File: src/rtl/alu_share_pkg.sv
// Shared types and helpers for the round-robin ALU sharing block.
package alu_share_pkg;

  typedef enum logic {
    EMPTY = 1'b0,
    FULL  = 1'b1
  } state_e;

  localparam int unsigned MAX_REQ = 8;

  typedef struct packed {
    logic       found;
    logic [2:0] idx;
  } pick_t;

  function automatic int unsigned id_width(input int unsigned n);
    return (n <= 2) ? 1 : $clog2(n);
  endfunction

  // First valid index scanning ptr, ptr+1, ... modulo n.
  function automatic pick_t rr_pick(input logic [MAX_REQ-1:0] valid,
                                    input logic [2:0]         ptr,
                                    input int unsigned        n);
    pick_t      p;
    logic [2:0] j;
    p = '0;
    for (int unsigned k = 0; k < n; k++) begin
      j = 3'((32'(ptr) + k) % n);
      if (!p.found && valid[j]) begin
        p.found = 1'b1;
        p.idx   = j;
      end
    end
    return p;
  endfunction

endpackage

File: src/rtl/alu_share_dp.sv
// Combinational ALU datapath: truncated unsigned add, carry-in forwarded as carry-out.
module alu_share_dp #(
  parameter int unsigned WIDTH = 3
) (
  input  logic [WIDTH-1:0] i_a,
  input  logic [WIDTH-1:0] i_b,
  input  logic             i_cin,
  output logic [WIDTH-1:0] o_result,
  output logic             o_cout
);

  assign o_result = i_a + i_b;
  assign o_cout   = i_cin;

endmodule

File: src/rtl/alu_share_arb.sv
// Round-robin arbiter sharing one ALU datapath among NREQ requesters,
// with a single-entry registered response stage tagged by requester id.
module alu_share_arb
  import alu_share_pkg::*;
#(
  parameter  int unsigned NREQ  = 3,
  parameter  int unsigned WIDTH = 3,
  localparam int unsigned IDW   = id_width(NREQ)
) (
  input  logic                  clk,
  input  logic                  rst_n,
  input  logic [NREQ-1:0]       req_valid,
  output logic [NREQ-1:0]       req_ready,
  input  logic [NREQ*WIDTH-1:0] req_a,
  input  logic [NREQ*WIDTH-1:0] req_b,
  input  logic [NREQ-1:0]       req_cin,
  output logic                  rsp_valid,
  input  logic                  rsp_ready,
  output logic [IDW-1:0]        rsp_id,
  output logic [WIDTH-1:0]      rsp_result,
  output logic                  rsp_cout
);

  state_e           r_state;
  state_e           w_state_nxt;
  logic [IDW-1:0]   r_ptr;
  logic [IDW-1:0]   r_id;
  logic [WIDTH-1:0] r_result;
  logic             r_cout;

  pick_t            w_pick;
  logic             w_free;
  logic             w_grant;
  logic [WIDTH-1:0] w_a;
  logic [WIDTH-1:0] w_b;
  logic             w_cin;
  logic [WIDTH-1:0] w_result;
  logic             w_cout;

  assign w_free  = (r_state == EMPTY) | rsp_ready;
  assign w_pick  = rr_pick(8'(req_valid), 3'(r_ptr), NREQ);
  assign w_grant = |(req_valid & req_ready);

  always_comb begin
    w_a   = '0;
    w_b   = '0;
    w_cin = 1'b0;
    for (int unsigned i = 0; i < NREQ; i++) begin
      if (w_pick.idx == 3'(i)) begin
        w_a   = req_a[i*WIDTH +: WIDTH];
        w_b   = req_b[i*WIDTH +: WIDTH];
        w_cin = req_cin[i];
      end
    end
  end

  alu_share_dp #(.WIDTH(WIDTH)) u_dp (
    .i_a      (w_a),
    .i_b      (w_b),
    .i_cin    (w_cin),
    .o_result (w_result),
    .o_cout   (w_cout)
  );

  always_ff @(posedge clk or negedge rst_n) begin
    if (!rst_n) r_state <= EMPTY;
    else        r_state <= w_state_nxt;
  end

  always_comb begin
    w_state_nxt = r_state;
    unique case (r_state)
      EMPTY: if (w_grant) w_state_nxt = FULL;
      FULL:  if (w_grant) w_state_nxt = FULL;
             else if (rsp_ready) w_state_nxt = EMPTY;
      default: w_state_nxt = EMPTY;
    endcase
  end

  // req_ready is forced low during reset even though the stage reads as EMPTY.
  always_comb begin
    rsp_valid = (r_state == FULL);
    req_ready = '0;
    if (rst_n && w_free && w_pick.found) begin
      for (int unsigned i = 0; i < NREQ; i++) begin
        if (w_pick.idx == 3'(i)) req_ready[i] = 1'b1;
      end
    end
  end

  always_ff @(posedge clk or negedge rst_n) begin
    if (!rst_n) begin
      r_ptr    <= '0;
      r_id     <= '0;
      r_result <= '0;
      r_cout   <= 1'b0;
    end else if (w_grant) begin
      r_ptr    <= (w_pick.idx == 3'(NREQ-1)) ? '0 : IDW'(w_pick.idx + 3'd1);
      r_id     <= IDW'(w_pick.idx);
      r_result <= w_result;
      r_cout   <= w_cout;
    end
  end

  assign rsp_id     = r_id;
  assign rsp_result = r_result;
  assign rsp_cout   = r_cout;

endmodule
File: config.mk
export PLATFORM = sky130hd
export DESIGN_NAME = alu_share_arb
export DESIGN_NICKNAME = d
export VERILOG_FILES = /design/src/rtl/alu_share_pkg.sv /design/src/rtl/alu_share_dp.sv /design/src/rtl/alu_share_arb.sv
export SDC_FILE = /design/constraint.sdc
export NUM_CORES = 1
export LEC_CHECK = 0
export ABC_AREA = 1
export BUFFER_PORTS_ARGS = -buffer_cell sky130_fd_sc_hd__buf_2
export CAP_MARGIN = 20
export CORE_AREA = 5 5 53 55
export CTS_BUF_LIST = sky130_fd_sc_hd__clkbuf_4
export DETAILED_ROUTE_END_ITERATION = 7
export DIE_AREA = 0 0 58 60
export PLACE_DENSITY_LB_ADDON = 0.25
export REMOVE_ABC_BUFFERS = 1
export SETUP_SLACK_MARGIN = 0.5
export SYNTH_ARGS = -nofsm -noshare
export SYNTH_HDL_FRONTEND = slang
export SYNTH_SLANG_ARGS = --single-unit
File: constraint.sdc
create_clock -name clk -period 5.6 [get_ports clk]
set_input_delay 1.12 -clock clk [delete_from_list [all_inputs] [get_ports clk]]
set_output_delay 1.12 -clock clk [all_outputs]
set_load 0.02 [all_outputs]
## Word level (Yosys, flattened, before mapping)

Cells that the tools add are included.
Widths: inputs -> output; s select.

| operators by class | value |
|---|---|
| bitwise operators | 3 |
| order comparisons | 3 |
| reductions and logical operators | 8 |
| divide/modulo/power cells | 3 |
| add/subtract/negate cells | 4 |
| multiplexer cells | 27 |
| equality and inequality tests | 2 |

Operators by type and width:

| operator | count |
|---|---|
| $mod 32x2->32 const B | 2 |
| $mod 2x2->32 const B | 1 |
| $mux 3 | 7 |
| $lt 3x4->1 const B | 3 |
| $mux 1 | 12 |
| $mux 4 | 3 |
| $bmux 1 s3 | 3 |
| $logic_and 1x1->1 | 4 |
| $add 2x1->3 const B | 1 |
| $add 2x2->3 const B | 1 |
| $add 3x3->3 | 1 |
| $and 3x3->3 | 1 |
| $eq 3x1->1 const B | 1 |
| $eq 3x2->1 const B | 1 |
| $logic_not 3->1 | 1 |
| $reduce_or 3->1 | 1 |
| $add 2x1->2 const B | 1 |
| $logic_not 1->1 | 2 |
| $mux 2 | 1 |
| $pmux 1 s2 | 1 |
| $not 1->1 | 1 |
| $or 1x1->1 | 1 |

| word-level totals | value |
|---|---|
| bits in registers | 9 |
| bits of input ports | 27 |
| output and inout port bits | 10 |

## Depth between registers and ports, before layout

| depth | value |
|---|---|
| depth after elaboration | 17 |
| depth in mapped cells | 23 |
| gate-level depth less buffers | 23 |

## Hierarchy

A second synthesis with hierarchy kept.

| second synthesis, totals | value |
|---|---|
| cells, all modules | 139 |
| area total of the unflattened synthesis | 925.9 um^2 |

Modules (own cells, without submodules):

| module | cells each | seq. area each (um^2) | area an instance (um^2) | instances |
|---|---|---|---|---|
| alu_share_arb | 127 | 225.2 | 848.3 | 1 |
| alu_share_dp | 12 | 0.0 | 77.6 | 1 |

## Least setup slack after synthesis

Ideal clock, no wire load.

| path | value |
|---|---|
| path kind | input to output |
| start point | input req_valid[2] |
| end point | output req_ready[2] |
| setup slack | 2269 ps |
| stages on the path | 9 |
| arrival | 2211 ps |
| cells stage by stage | nand2_1 -> a21oi_2 -> nand2_2 -> nand2_2 -> nor2_2 -> nor3_4 -> inv_1 -> buf_6 -> nor2_1 |

| between the ends | value |
|---|---|
| longest elaborated chain between the ends | 12 |
| elaborated cells between the ends (all ways) | 17 |
| those cells by class | 1 x eq/ne; 11 x mux; 5 x reduce/logical |

Ends and longest elaborated chain:

| item | line | source |
|---|---|---|
| start, declared | alu_share_arb.sv:12 | `input logic [NREQ-1:0] req_valid,` |
| $bmux 1 s3 | alu_share_pkg.sv:29 | `if (!p.found && valid[j]) begin` |
| $mux 1 (not written as such) | alu_share_pkg.sv:29 |  |
| $mux 4 | alu_share_pkg.sv:29 |  |
| $logic_not 1->1 | alu_share_pkg.sv:29 |  |
| $logic_and 1x1->1 | alu_share_pkg.sv:29 |  |
| $mux 4 | alu_share_pkg.sv:29 |  |
| $logic_not 1->1 | alu_share_pkg.sv:29 |  |
| $logic_and 1x1->1 | alu_share_pkg.sv:29 |  |
| $mux 4 * | alu_share_pkg.sv:29 |  |
| $eq 3x2->1 | alu_share_arb.sv:86 | `if (w_pick.idx == 3'(i)) req_ready[i] = 1'b1;` |
| $mux 1 | alu_share_arb.sv:86 |  |
| $mux 3 * | alu_share_arb.sv:84 | `if (rst_n && w_free && w_pick.found) begin` |
| end, declared | alu_share_arb.sv:13 | `output logic [NREQ-1:0] req_ready,` |

Every way passes the cells marked *; elsewhere a longest branch is shown, timed or not. The select of a mux whose other input is x is not followed.

## Final worst setup path

| path | value |
|---|---|
| start point | register r_ptr[1] |
| end point | output req_ready[1] |

| between the ends | value |
|---|---|
| longest elaborated chain between the ends | 13 |
| elaborated cells between the ends (all ways) | 22 |
| those cells by class | 2 x add/sub; 3 x div; 1 x eq/ne; 11 x mux; 5 x reduce/logical |

Ends and longest elaborated chain:

| item | line | source |
|---|---|---|
| start, declared | alu_share_arb.sv:26 | `logic [IDW-1:0] r_ptr;` |
| start signal, assigned | alu_share_arb.sv:98 | `r_ptr <= (w_pick.idx == 3'(NREQ-1)) ? '0 : IDW'(w_pick.idx + 3'd1);` |
| branches (longest 9 deep; another with $mod 32x2->32) | - |  |
| $mux 4 * | alu_share_pkg.sv:29 |  |
| $eq 3x1->1 | alu_share_arb.sv:86 |  |
| $mux 1 | alu_share_arb.sv:86 |  |
| $mux 3 * | alu_share_arb.sv:84 |  |

Every way passes the cells marked *. The select of a mux whose other input is x is not followed.

==> key figures <==
Clock network
  • Clk buf depth: 2
  • # clock sinks: 9
  • Post-cts resize count: 0
  • Root buf cell: clkbuf_4
  • # Post-CTS Setup Buffers: 0
  • Clock latency at the later pin of the worst-skew pair: 250 ps
  • H-tree depth: 1
  • CTS tree: done
  • Clk pin slew, worst setup/hold paths: 60 ps
  • CTS hold repair buffers: 0
  • CTS Buf Count: 3

Global route
  • GRT Residual Overflow: 0
  • First-pass GRT wire length: 4160 µm
  • GRT Total Usage: 0.152
  • Initial antenna violation count: 0
  • Largest net degree at the start of global routing: 12
  • Number of global-route vias before repair: 1015

Timing
  • Final period utilization: 0.661
  • Fmax: 0.270 GHz
  • Max Clock Skew: 1.99 ps
  • Setup_tns: 0 ps
  • Max-slew violations: 0
  • Rel. slew slack: 0.780
  • RSZ-0062 raised after global routing: no
  • Worst Max-Slew Pin Slew: 330 ps
  • Period minus WS final: 3700 ps
  • Final hold violation count: 0
  • Setup violators final: 0

Layout
  • # fillers: 244
  • Fin cells: 207
  • Synthesis-to-layout area growth: 23.3%
  • Layout cells sized above 1: 0.367
  • Nets: 214
  • Diode count: 0

Place
  • Port Buffer Count: 36
  • Post-placement cell count: 203
  • DP Wirelength: 2210 µm
  • Gp weighted congestion: 0.895

Critical path
  • Crit path cell chain: inv_1 > ha_1 > nand2_1 > a21oi_2 > nand2_2 > nand2_2 > nor2_2 > nor3_4 > inv_1 > nor2_1 > buf_2
  • Crit. path cell count: 11
  • Worst Path Buf+Inv: 3
  • Largest delay share family, worst path: simple AND/OR/NAND/NOR gates
  • Kind of critical path: reg -> out
  • Critical Path Sink Type: primary output
  • Startpoint Class: register
  • Worst-path fanout max: 11
  • Crit-path slowest cell: ha_1
  • Largest stage delay, worst path: 440 ps
  • Worst Reg2Reg Path Length in Cells: 22
  • Worst Path Arrival: 2580 ps
  • Worst EP required: 4480 ps

Routing
  • Drt pass-1 iters: 4
  • DR vias: 1027
  • DRC viols: 0
  • WL/cell: 12.4 µm
  • Initial drt markers: 19
  • Via density: 4.96
  • Final wirelength: 2560 µm
  • Antenna-violating nets left: 0

Pwr
  • P per Cell Area: 776 mW/mm²
  • Comb power frac: 0.825
  • Leak Pwr: 0.000692 µW
  • Clock power share: 0.055
  • Switch share: 0.573
  • Net Switching: 557 µW
  • Cell internal pwr: 414 µW
  • Sequential share of power: 0.120
  • Peak supply drop: 0.488 mV

Synth
  • Seq cells post-synth: 9
  • Syn Area/Cell: 7.36 µm²
  • Mapped Area: 0.00102 mm²
  • Warnings, synthesis: 0
  • Distinct cells, synth: 27
  • Mapped Cells: 138
  • Seq/Total Area, Yosys: 0.222

Floorplanning
  • Die ar.: 0.00348 mm²
  • Die width: 58 µm
  • Die Y: 60 µm
  • Num rows: 18
  • Core area: 0.00234 mm²
  • Io pins: 37
  • Starting Density: 0.434

Min path
  • Hold Crit Depth: 2
  • Hold Crit Class: reg -> reg

Outcome
  • Run status: completed

Run
  • Max_cap viols: 0
[synthesized netlist by cell type]
cell      number  share of area
nor2_2         4          0.025
o21bai_1       1         0.0074
ha_1           8          0.099
nor2_8         3          0.059
inv_1         16          0.059
nand4_1        5          0.031
a41oi_1        1         0.0086
nand3b_1       1         0.0074
nor2_1        13          0.048
nor2_4         3          0.033
a21oi_2        1         0.0086
nand3_1       16          0.079
nand2_2        5          0.031
nand2_4        1          0.011
inv_4          1         0.0062
o21ai_0        4          0.020
nor3_4         1          0.016
buf_6          1          0.011
nand2_1       31           0.11
nand3_2        3          0.030
dfrtp_1        9           0.22
a21oi_1        2         0.0099
fa_1           1          0.020
inv_2          2         0.0074
a22o_1         2          0.017
o22ai_1        2          0.012
inv_6          1         0.0086
[stage by stage]
stage / setup WS (ps) / util / instance area [µm²] / hold WS [ps] / total power (µW)
2_1_floorplan: 2240 / - / 1000 / 584 / 742
3_3_place_gp: 2030 / 0.522 / 1220 / 463 / 899
4_1_cts: 1850 / 0.535 / 1250 / 473 / 979
6_report: 1900 / 0.535 / 1250 / 473 / 971
3_5_place_dp: 1930 / 0.522 / 1220 / 457 / 921
5_1_grt: 1590 / 0.535 / 1250 / 502 / 1060
[final timing paths]
path	startpoint	endpoint	slack, ps
max in group asynchronous	rst_n	rsp_cout	4710
setup reg to reg	r_ptr[1]	rsp_result[2]	2440
hold / removal	rsp_result[0]	rsp_result[0]	470
setup / recovery	r_ptr[1]	req_ready[1]	1900
min in group asynchronous	rst_n	rsp_result[0]	710
hold reg to reg	rsp_result[0]	rsp_result[0]	470
[power groups by stage]
| stage | logic [µW] | registers (µW) | clock network (µW) |
|---|---|---|---|
| floorplan | 600 | 142 | 0 |
| global placement | 783 | 117 | 0 |
| detailed placement | 804 | 118 | 0 |
| CTS | 807 | 117 | 54.6 |
| global route | 883 | 121 | 60.1 |
| finish | 801 | 117 | 53.5 |
[per-layer routing]
| metal | part of all wire | wire length [µm] | GRT usage |
|---|---|---|---|
| met5 | 0 | 0 | 0 |
| met4 | 0.0062 | 16 | 0.0397 |
| met3 | 0.047 | 120 | 0.0238 |
| met2 | 0.53 | 1350 | 0.294 |
| met1 | 0.42 | 1080 | 0.173 |
[worst min-delay path: stages (launching register included)]
cell,delay [ps]
dfrtp_1,350
nand2_1,50
nand2_1,40
[area by class of cell]
type	count	area, µm²	share of cell area
inverters	20	82.6	0.0659
flip-flops and latches	9	225	0.180
clock buffers	4	30.0	0.0240
multi-input cells	108	697	0.556
well taps	30	37.5	0.0300
repair buffers	36	180	0.144
[flip-flops by register name, indices dropped and copies added (netlist names)]
| register | cells |
|---|---|
| rsp_result | 3 |
| rsp_cout | 1 |
| rsp_valid | 1 |
| rsp_id | 2 |
| r_ptr | 2 |
[cell families after synthesis]
| kind of cell | Yosys count | synth area share |
|---|---|---|
| AND/OR/NAND/NOR | 86 | 0.484 |
| buffers and inverters | 21 | 0.0924 |
| adder cells (fa/ha/maj) | 9 | 0.118 |
| flip-flops | 9 | 0.222 |
| AO/OA/AOI/OAI | 13 | 0.0838 |
[layout by cell type, fill, tap and decap left out]
cell,Yosys,routed
inv_4,1,1
a21oi_1,2,2
fa_1,1,1
nor2_2,4,4
nand2_1,31,31
nand3_1,16,16
a21oi_2,1,1
a22o_1,2,2
dfrtp_1,9,9
o22ai_1,2,2
clkbuf_4,0,4
nand4_1,5,5
a41oi_1,1,1
inv_6,1,1
nor3_4,1,1
ha_1,8,8
nand2_4,1,1
nand3b_1,1,1
buf_2,0,36
inv_2,2,2
o21bai_1,1,1
nor2_8,3,3
nand3_2,3,3
nor2_1,13,13
inv_1,16,16
o21ai_0,4,4
nor2_4,3,3
nand2_2,5,5
(Power assumes the default switching activity.)
